### src/rtl/uart_rx_pkg.sv
// rtl/uart_rx_pkg.sv - shared state encoding, sample-index helpers and tick divider constants for uart_rx_os
package uart_rx_pkg;

    localparam logic [2:0] ENC_IDLE   = 3'd0;
    localparam logic [2:0] ENC_START  = 3'd1;
    localparam logic [2:0] ENC_DATA   = 3'd2;
    localparam logic [2:0] ENC_PARITY = 3'd3;
    localparam logic [2:0] ENC_STOP   = 3'd4;

    typedef enum logic [2:0] {
        ST_IDLE   = ENC_IDLE,
        ST_START  = ENC_START,
        ST_DATA   = ENC_DATA,
        ST_PARITY = ENC_PARITY,
        ST_STOP   = ENC_STOP
    } rx_state_t;

    // clk cycles per oversample tick at 12 MHz with 8 ticks per bit
    localparam int TICK_DIV_115200 = 13;
    localparam int TICK_DIV_57600  = 26;
    localparam int TICK_DIV_9600   = 156;

    function automatic int smp_first(input int ovs);
        return ovs / 2 - 1;
    endfunction

    function automatic int smp_mid(input int ovs);
        return ovs / 2;
    endfunction

    function automatic int smp_last(input int ovs);
        return ovs / 2 + 1;
    endfunction

endpackage

### src/rtl/uart_os_tick.sv
// rtl/uart_os_tick.sv - clearable divider producing a one-cycle oversample tick every TICK_DIV clocks
module uart_os_tick #(
    parameter int TICK_DIV = 13
) (
    input  logic clk,
    input  logic rstn,
    input  logic clr,
    output logic tick
);

    localparam int CW = $clog2(TICK_DIV);
    localparam logic [CW-1:0] LAST = CW'(TICK_DIV - 1);

    logic [CW-1:0] cnt;

    always_ff @(posedge clk) begin
        if (!rstn || clr) begin
            cnt <= '0;
        end else if (cnt == LAST) begin
            cnt <= '0;
        end else begin
            cnt <= cnt + 1'b1;
        end
    end

    assign tick = (cnt == LAST) && !clr;

endmodule

### src/rtl/uart_rx_os.sv
// rtl/uart_rx_os.sv - oversampling UART receiver, 3-sample majority vote, ready/valid output; parity via UART_RX_PARITY_EN
module uart_rx_os
    import uart_rx_pkg::*;
#(
    parameter int DATA_BITS  = 8,
    parameter int OVS        = 8,
    parameter int TICK_DIV   = TICK_DIV_115200,
    parameter int STOP_BITS  = 1,
    parameter int PARITY_ODD = 0
) (
    input  logic                 clk,
    input  logic                 rstn,
    input  logic                 rx,
    output logic [DATA_BITS-1:0] data,
    output logic                 valid,
    input  logic                 ready,
    output logic                 frame_err,
    output logic                 parity_err,
    output logic                 brk,
    output logic                 overrun
);

    localparam int OSW = $clog2(OVS) + 1;
    localparam logic [OSW-1:0] IDX_A    = OSW'(smp_first(OVS));
    localparam logic [OSW-1:0] IDX_B    = OSW'(smp_mid(OVS));
    localparam logic [OSW-1:0] IDX_C    = OSW'(smp_last(OVS));
    localparam logic [OSW-1:0] IDX_WRAP = OSW'(OVS);
    localparam logic [3:0] LAST_DATA = 4'(DATA_BITS - 1);
    localparam logic [3:0] LAST_STOP = 4'(STOP_BITS - 1);

    logic rx_m, rx_s;

    always_ff @(posedge clk) begin
        if (!rstn) begin
            rx_m <= 1'b1;
            rx_s <= 1'b1;
        end else begin
            rx_m <= rx;
            rx_s <= rx_m;
        end
    end

    rx_state_t state, state_n;
    logic [OSW-1:0]       os_cnt, os_cnt_n, idx;
    logic [3:0]           bit_cnt, bit_cnt_n;
    logic [1:0]           smp, smp_n;
    logic [DATA_BITS-1:0] shreg, shreg_n;
    logic                 fe_acc, fe_acc_n;
    logic                 stop0, stop0_n, fst;
    logic                 par_bit, par_bit_n;
    logic                 tick, decide, maj;
    logic                 commit, c_fe, c_pe, c_brk;

    uart_os_tick #(.TICK_DIV(TICK_DIV)) u_tick (
        .clk  (clk),
        .rstn (rstn),
        .clr  (state == ST_IDLE),
        .tick (tick)
    );

    assign idx    = os_cnt + 1'b1;
    assign decide = tick && (idx == IDX_C);
    // the third sample is the live rx_s at the decision tick
    assign maj    = (smp[0] & smp[1]) | (smp[0] & rx_s) | (smp[1] & rx_s);
    assign fst    = (bit_cnt == '0) ? maj : stop0;

`ifndef UART_RX_PARITY_EN
    logic unused_par;
    assign unused_par = (PARITY_ODD != 0);
`endif

    always_ff @(posedge clk) begin
        if (!rstn) begin
            state   <= ST_IDLE;
            os_cnt  <= '0;
            bit_cnt <= '0;
            smp     <= 2'b11;
            shreg   <= '0;
            fe_acc  <= 1'b0;
            stop0   <= 1'b1;
            par_bit <= 1'b0;
        end else begin
            state   <= state_n;
            os_cnt  <= os_cnt_n;
            bit_cnt <= bit_cnt_n;
            smp     <= smp_n;
            shreg   <= shreg_n;
            fe_acc  <= fe_acc_n;
            stop0   <= stop0_n;
            par_bit <= par_bit_n;
        end
    end

    always_comb begin
        state_n   = state;
        os_cnt_n  = os_cnt;
        bit_cnt_n = bit_cnt;
        smp_n     = smp;
        shreg_n   = shreg;
        fe_acc_n  = fe_acc;
        stop0_n   = stop0;
        par_bit_n = par_bit;
        commit    = 1'b0;
        c_fe      = 1'b0;
        c_pe      = 1'b0;
        c_brk     = 1'b0;
        if (tick) begin
            os_cnt_n = (idx == IDX_WRAP) ? '0 : idx;
            if (idx == IDX_A) smp_n[0] = rx_s;
            if (idx == IDX_B) smp_n[1] = rx_s;
        end
        case (state)
            ST_IDLE: begin
                os_cnt_n  = '0;
                bit_cnt_n = '0;
                fe_acc_n  = 1'b0;
                if (!rx_s) state_n = ST_START;
            end
            ST_START: begin
                if (decide) state_n = maj ? ST_IDLE : ST_DATA;
            end
            ST_DATA: begin
                if (decide) begin
                    shreg_n   = {maj, shreg[DATA_BITS-1:1]};
                    bit_cnt_n = bit_cnt + 1'b1;
                    if (bit_cnt == LAST_DATA) begin
                        bit_cnt_n = '0;
`ifdef UART_RX_PARITY_EN
                        state_n = ST_PARITY;
`else
                        state_n = ST_STOP;
`endif
                    end
                end
            end
`ifdef UART_RX_PARITY_EN
            ST_PARITY: begin
                if (decide) begin
                    par_bit_n = maj;
                    state_n   = ST_STOP;
                end
            end
`endif
            ST_STOP: begin
                if (decide) begin
                    bit_cnt_n = bit_cnt + 1'b1;
                    if (!maj) fe_acc_n = 1'b1;
                    if (bit_cnt == '0) stop0_n = maj;
                    // leave at mid-stop so a following start edge is not missed
                    if (bit_cnt == LAST_STOP) begin
                        state_n = ST_IDLE;
                        commit  = 1'b1;
                        c_fe    = fe_acc | ~maj;
`ifdef UART_RX_PARITY_EN
                        c_brk = (shreg == '0) && !par_bit && !fst;
                        c_pe  = ((^shreg) ^ par_bit) != 1'(PARITY_ODD);
`else
                        c_brk = (shreg == '0) && !fst;
`endif
                    end
                end
            end
            default: state_n = ST_IDLE;
        endcase
    end

    always_ff @(posedge clk) begin
        if (!rstn) begin
            data       <= '0;
            valid      <= 1'b0;
            frame_err  <= 1'b0;
            parity_err <= 1'b0;
            brk        <= 1'b0;
            overrun    <= 1'b0;
        end else begin
            overrun <= 1'b0;
            if (valid && ready) valid <= 1'b0;
            if (commit) begin
                if (!valid || ready) begin
                    data       <= shreg;
                    frame_err  <= c_fe;
                    parity_err <= c_pe;
                    brk        <= c_brk;
                    valid      <= 1'b1;
                end else begin
                    overrun <= 1'b1;
                end
            end
        end
    end

endmodule

### config.mk
export PLATFORM = sky130hd
export DESIGN_NAME = uart_rx_os
export DESIGN_NICKNAME = d
export VERILOG_FILES = /design/src/rtl/uart_rx_pkg.sv /design/src/rtl/uart_os_tick.sv /design/src/rtl/uart_rx_os.sv
export SDC_FILE = /design/constraint.sdc
export NUM_CORES = 1
export LEC_CHECK = 0
export ABC_CLOCK_PERIOD_IN_PS = 2200
export CORE_MARGIN = 2
export CORE_UTILIZATION = 55
export CTS_CLUSTER_SIZE = 40
export DETAILED_ROUTE_END_ITERATION = 12
export GPL_TIMING_DRIVEN = 0
export PLACE_DENSITY_LB_ADDON = 0.08
export REMOVE_ABC_BUFFERS = 1
export SLEW_MARGIN = 20
export SYNTH_ARGS = -nofsm -noshare
export SYNTH_HDL_FRONTEND = slang
export SYNTH_SLANG_ARGS = --single-unit
export TNS_END_PERCENT = 1
### constraint.sdc
create_clock -name clk -period 2.2 [get_ports clk]
set_input_delay 0.66 -clock clk [delete_from_list [all_inputs] [get_ports clk]]
set_output_delay 0.66 -clock clk [all_outputs]
set_load 0.01 [all_outputs]
**Word level (Yosys, flattened, before mapping)**

Cells that the tools add are included.

- Shift operators: 0
- Add/subtract/negate cells: 3
- Magnitude comparators: 0
- Multiply operators: 0
- Bitwise operators: 8
- Equal/unequal tests: 16
- Muxes and demuxes: 30
- Reduce and logical (&&, ||, !) cells: 26
- Divide/modulo/power cells: 0

Operators with widths:

| kind | count |
|---|---|
| 3-bit two-way mux | 6 |
| 1-bit two-way mux | 16 |
| 4-bit two-way mux | 4 |
| 2-bit != test (second input constant) | 7 |
| 4-bit by 1-bit adder with 4-bit output (second input constant) | 3 |
| 4-bit by 3-bit == test with 1-bit output (second input constant) | 3 |
| 3-bit case mux with 4 select lines | 1 |
| 4-bit case mux with 3 select lines | 1 |
| 2-bit AND reduction | 6 |
| 4-bit == test (second input constant) | 2 |
| 8-bit logical NOT | 1 |
| 3-bit AND reduction | 2 |
| 6-bit AND reduction | 1 |
| 4-bit by 2-bit == test with 1-bit output (second input constant) | 1 |
| 1-bit logical AND | 4 |
| 1-bit logical NOT | 4 |
| 4-bit logical NOT | 1 |
| 2-bit OR reduction | 2 |
| 1-bit AND | 3 |
| 3-bit by 1-bit == test with 1-bit output (second input constant) | 1 |
| 3-bit by 2-bit == test with 1-bit output (second input constant) | 1 |
| 3-bit == test (second input constant) | 1 |
| 3-bit logical NOT | 1 |
| 1-bit bitwise OR | 3 |
| other kinds (6) | 8 |

- Logic and storage cells: 99
- Memories: 0
- Bits in writable memories: 0
- Flip-flop bits (word level): 41
- Latch bits: 0
- Bits in read-only memories: 0

**Logic depth before layout (Yosys ltp)**

- Word-level depth: 9
- Depth in mapped cells: 8

**Hierarchy**

From an unflattened synthesis, not the netlist that was laid out.

- Cells, all modules: 207
- Area total of the unflattened synthesis: 1,878.1 µm²

By module, submodules not included:

| module | cells an instance | times used | area an instance (µm²) |
|---|---|---|---|
| uart_rx_os | 188 | 1 | 1,701.6 |
| uart_os_tick | 19 | 1 | 176.4 |

**Worst setup path after synthesis**

Ideal clock, no wire load.

- Path kind: reg-to-reg
- From: reg os_cnt[1]
- To: reg bit_cnt[0]
- Clock period less this slack: 1.976 ns
- Slack: 0.224 ns
- Cell stages (with the launch flop): 7
- Setup time: 0.120 ns
- Required time: 2.080 ns
- Data arrival time: 1.857 ns
- Cell sequence: dfxtp_1 > ha_1 > nor2b_1 > o21ai_2 > or2_1 > maj3_1 > o31a_1

- Cells in the longest elaborated chain, start to end: 5

RTL lines:

| what | RTL line | text |
|---|---|---|
| start: declaration | uart_rx_os.sv:44 | `logic [OSW-1:0] os_cnt, os_cnt_n, idx;` |
| start signal: assignment | uart_rx_os.sv:84 | `os_cnt <= os_cnt_n;` |
| 4-bit by 1-bit adder with 4-bit output (*) | uart_rx_os.sv:61 | `assign idx = os_cnt + 1'b1;` |
| 4-bit by 3-bit == test with 1-bit output (*) | uart_rx_os.sv:62 | `assign decide = tick && (idx == IDX_C);` |
| 1-bit logical AND (*) | uart_rx_os.sv:62 |  |
| 2-bit != test (no source line) | - |  |
| 3-bit AND reduction (no source line) (*) | - |  |
| end signal: assignment | uart_rx_os.sv:85 | `bit_cnt <= bit_cnt_n;` |
| end: declaration | uart_rx_os.sv:45 | `logic [3:0] bit_cnt, bit_cnt_n;` |

Mark *: on every way between the ends. The rest lies on a longest branch, timed or not.
A chain may end at the register's enable or synchronous reset.

**Worst setup path after layout**

- From: reg os_cnt[0]
- To: reg fe_acc

- Cells in the longest elaborated chain, start to end: 5

RTL lines:

| what | RTL line | text |
|---|---|---|
| 4-bit by 1-bit adder with 4-bit output | uart_rx_os.sv:61 |  |
| 4-bit by 3-bit == test with 1-bit output | uart_rx_os.sv:62 |  |
| 1-bit logical AND | uart_rx_os.sv:62 |  |
| 2-bit != test (no source line) | - |  |
| 3-bit AND reduction (no source line) | - |  |
| end signal: assignment | uart_rx_os.sv:88 | `fe_acc <= fe_acc_n;` |
| end: declaration | uart_rx_os.sv:48 | `logic fe_acc, fe_acc_n;` |

No other way between the ends.

==> summary.md <==
| Metric | Value |
|---|---|
| Fraction of the yosys area taken by sequential cells | `40.79%` |
| Iteration-0 DRC Markers | `199` |
| Wire length of the first global-routing pass | `6.644 mm` |
| Required time at the endpoint of the critical path | `around 2.5 ns` |
| Total Routed Length | `3.821 mm` |
| Setup ws final | `0.1160 ns` |
| Worst Setup End Kind | `flip-flop` |
| Critical path data arrival time | `between 2 and 2.5 ns` |
| Area fraction in and, or, nand and nor cells after synthesis | `25.62%` |
| TritonCTS Sinks | `40` |
| Residual DRC count | `0` |
| Post-synthesis area per instance | `8.686 um^2` |
| Routability Congestion | `0.8043` |
| CTS Buf Count | `5` |
| WS Path Type | `flip-flop to flip-flop` |
| Htree depth | `2` |
| Hold buffer count at cts | `0` |
| Adder-Cell Fraction of Synth Area | `about 5.0%` |
| Main combinational cell family by area after synthesis | `simple AND/OR/NAND/NOR gates` |
| Placed instance area | `about 2100 um^2` |
| Worst Tran Pin Value | `between 0.6 and 0.7 ns` |
| Post-route fraction of the period consumed by the critical path | `a little over nine tenths` |
| Nets | `roughly 250` |
| Pin count of the biggest net entering global routing | `46` |
| Power per cell area | `568.5 nW/um^2` |
| Core Box Area | `3390 um^2` |
| Number of antenna diodes | `0` |
| Wire length per cell after detailed routing | `13.31 um` |
| Antenna-violating nets left | `0` |
| Initial antenna violation count | `0` |
| X dimension of the die | `63.75 um` |
| Mux cell area share after synthesis | `4.589%` |
| Number of enable flip-flop cells after synthesis | `0` |
| Netlist Area Pre-Place | `1963 um^2` |
| Share of synthesized registers carrying an async set or reset | `0%` |
| Worst hold slack after final layout | `0.4196 ns` |
| Most common cell after layout, fill and taps aside | `sky130_fd_sc_hd__dfxtp_1` |
| Number of buffers inserted by port buffering | `15` |
| Max-slew violation count | `0` |
| Syn-to-layout area delta | `14.66%` |
| Overflow left after global routing | `0` |
| Die height | `63.75 um` |
| Total design power | `1.280 mW` |
| Placed cell count | `275` |
| Ratio of cells with drive above 1 in the final layout | `12.45%` |
| Parity-gate share of the synthesized area counting xor and xnor cells | `1.338%` |
| Most common flop cell mapped by yosys | `sky130_fd_sc_hd__dfxtp_1` |
| Total global-route track usage | `20.48%` |
| Via count of the first global-routing pass | `1553` |
| Fmax | `0.4798 GHz` |
| Category of the worst setup path launch point | `flip-flop` |
| Initial Util | `57.92%` |
| Drt pass-1 iters | `4` |
| Count of state elements after synthesis | `40` |
| Path category of the worst min-delay check | `flip-flop to flip-flop` |
| Top fanout value on the critical path | `8` |
| Minimum clock period | `2.084 ns` |
| Non-filler instance count after layout | `roughly 290` |
| Longest Clk Path Bufs | `2` |
| Max_slew headroom | `54.80%` |
| Compound-cell area share of the yosys netlist | `16.63%` |
| Most frequent cells in the layout | `sky130_fd_sc_hd__dfxtp_1, sky130_fd_sc_hd__nand2_1, sky130_fd_sc_hd__nand3_1, sky130_fd_sc_hd__o21ai_0, sky130_fd_sc_hd__clkdlybuf4s50_1` |
| Run status | `completed` |
| Ys Warns | `0` |
| Clock Tree Root | `sky130_fd_sc_hd__clkbuf_4` |
| Total number of vias | `1643` |
| Clock transition at the register clock pins on the worst setup and hold paths after CTS | `0.12 ns` |
| Maximum ir drop on the vdd rail | `502.5 uV` |
| Max-capacitance violation count | `0` |
| Final number of setup-violating endpoints | `0` |
| Via density per instance | `5.725` |
| Total non-filler cell area in the finished layout | `between 2000 and 2500 um^2` |
| Standard-cell rows | `21` |
| Final hold violation count | `0` |
| Synthesized instance count | `226` |
| CTS tree | `done` |
| Count of distinct cell types in the synthesized netlist | `52` |
| Post-detailed-placement half-perimeter wirelength | `approximately 2.7 mm` |
| Clock latency of the later-clocked register in the worst-skew pair | `roughly 0.34 ns` |
| Unrepaired setup endpoints after global routing | `false` |
| Post-Place Setup Slack | `-0.1056 ns` |
| DIE AREA | `4063 um^2` |
| Max Clock Skew | `0.003805 ns` |
| IO Count | `17` |
| Cell leakage power | `slightly below 0.8 nW` |
state kept, by name, summed over array words and instances (netlist names):
signal / flops
os_cnt: 4
overrun: 1
valid: 1
data: 8
bit_cnt: 4
brk: 1
rx_m: 1
rx_s: 1
u_tick.cnt: 4
fe_acc: 1
shreg: 8
smp: 2
frame_err: 1
state: 3
worst paths after layout:
check | cells past startpoint | endpoint | slack (ns) | start
worst max-delay path | 6 | fe_acc | 0.12 | os_cnt[0]
worst min-delay path | 1 | rx_s | 0.42 | rx_m
worst max register to register | 6 | fe_acc | 0.12 | os_cnt[0]
worst min register to register | 1 | rx_s | 0.42 | rx_m
cell usage after synthesis, types with 2 or more instances:
library cell,instances,share of area [%]
sky130_fd_sc_hd__nand4b_1,2,0.89
sky130_fd_sc_hd__nor2_1,12,2.3
sky130_fd_sc_hd__o21a_1,6,2.3
sky130_fd_sc_hd__a31oi_1,2,0.64
sky130_fd_sc_hd__nor2b_1,13,4.1
sky130_fd_sc_hd__a21oi_1,8,2.0
sky130_fd_sc_hd__buf_6,2,1.1
sky130_fd_sc_hd__clkbuf_1,8,1.5
sky130_fd_sc_hd__dfxtp_1,40,41
sky130_fd_sc_hd__nand2_1,20,3.8
sky130_fd_sc_hd__o311ai_0,3,1.3
sky130_fd_sc_hd__nor3_1,2,0.51
sky130_fd_sc_hd__nand3_1,17,4.3
sky130_fd_sc_hd__nand4_1,2,0.64
sky130_fd_sc_hd__inv_1,11,2.1
sky130_fd_sc_hd__nand3b_1,2,0.76
sky130_fd_sc_hd__o31a_1,2,0.89
sky130_fd_sc_hd__buf_2,2,0.51
sky130_fd_sc_hd__or3_1,2,0.64
sky130_fd_sc_hd__o21ai_0,17,4.3
sky130_fd_sc_hd__nor4_1,4,1.3
sky130_fd_sc_hd__xor2_1,2,0.89
sky130_fd_sc_hd__nand2b_1,4,1.3
sky130_fd_sc_hd__ha_1,7,4.5
sky130_fd_sc_hd__mux2i_1,9,4.6
critical path, stage by stage, from the launching register on:
cell and delay [ns]:
sky130_fd_sc_hd__dfxtp_2 0.42, sky130_fd_sc_hd__ha_2 0.26, sky130_fd_sc_hd__nor2b_2 0.20, sky130_fd_sc_hd__o21ai_2 0.17, sky130_fd_sc_hd__or2_1 0.31, sky130_fd_sc_hd__or4_1 0.48
sky130_fd_sc_hd__a21oi_1 0.17
per-stage QoR:
step	setup TNS, ns	util [%]
3_5_place_dp	-0.7699	62.20
4_1_cts	0	65.78
2_1_floorplan	-5.846	-
6_report	0	66.41
3_3_place_gp	-21.85	61.87
5_1_grt	0	66.41
cell families after synthesis:
family / count (synthesis)
and+or+nand+nor: 91
AOI/OAI and AO/OA: 49
DFF: 40
buffers and inverters: 25
muxes: 9
adders and majority gates: 8
xor gates and xnor gates: 3
other: 1
final cells by class:
cell class              instances  area, um^2
fillers                       292        1139
clock inverters                 2       38.79
well taps                      46       57.56
clock buffers                   6       51.30
flip-flops and latches         40       807.0
inverters                      11       41.29
repair buffers                 21       187.7
multi-input cells             161        1067
repair_timing:
item,in CTS,in global routing
endpoints found under the setup margin,15,6
buffers inserted,2,2
pin swaps,1,1
gates resized for setup,6,4
where the power goes:
part           internal (mW)  switching, mW  leakage (nW)
logic                 0.0127         0.0196         0.416
registers              0.727        0.00570         0.325
clock network          0.272          0.242        0.0484
metal layers:
| layer | routed length [um] | global-route usage [%] | up-vias |
|---|---|---|---|
| li1 | - | - | 830 |
| met1 | 1737 | 24.64 | 766 |
| met2 | 1881 | 35.26 | 40 |
| met3 | 146 | 5.106 | 7 |
| met4 | 56 | 7.609 | 0 |
| met5 | 0 | 0 | - |
Power figures use the tool's default switching activity.
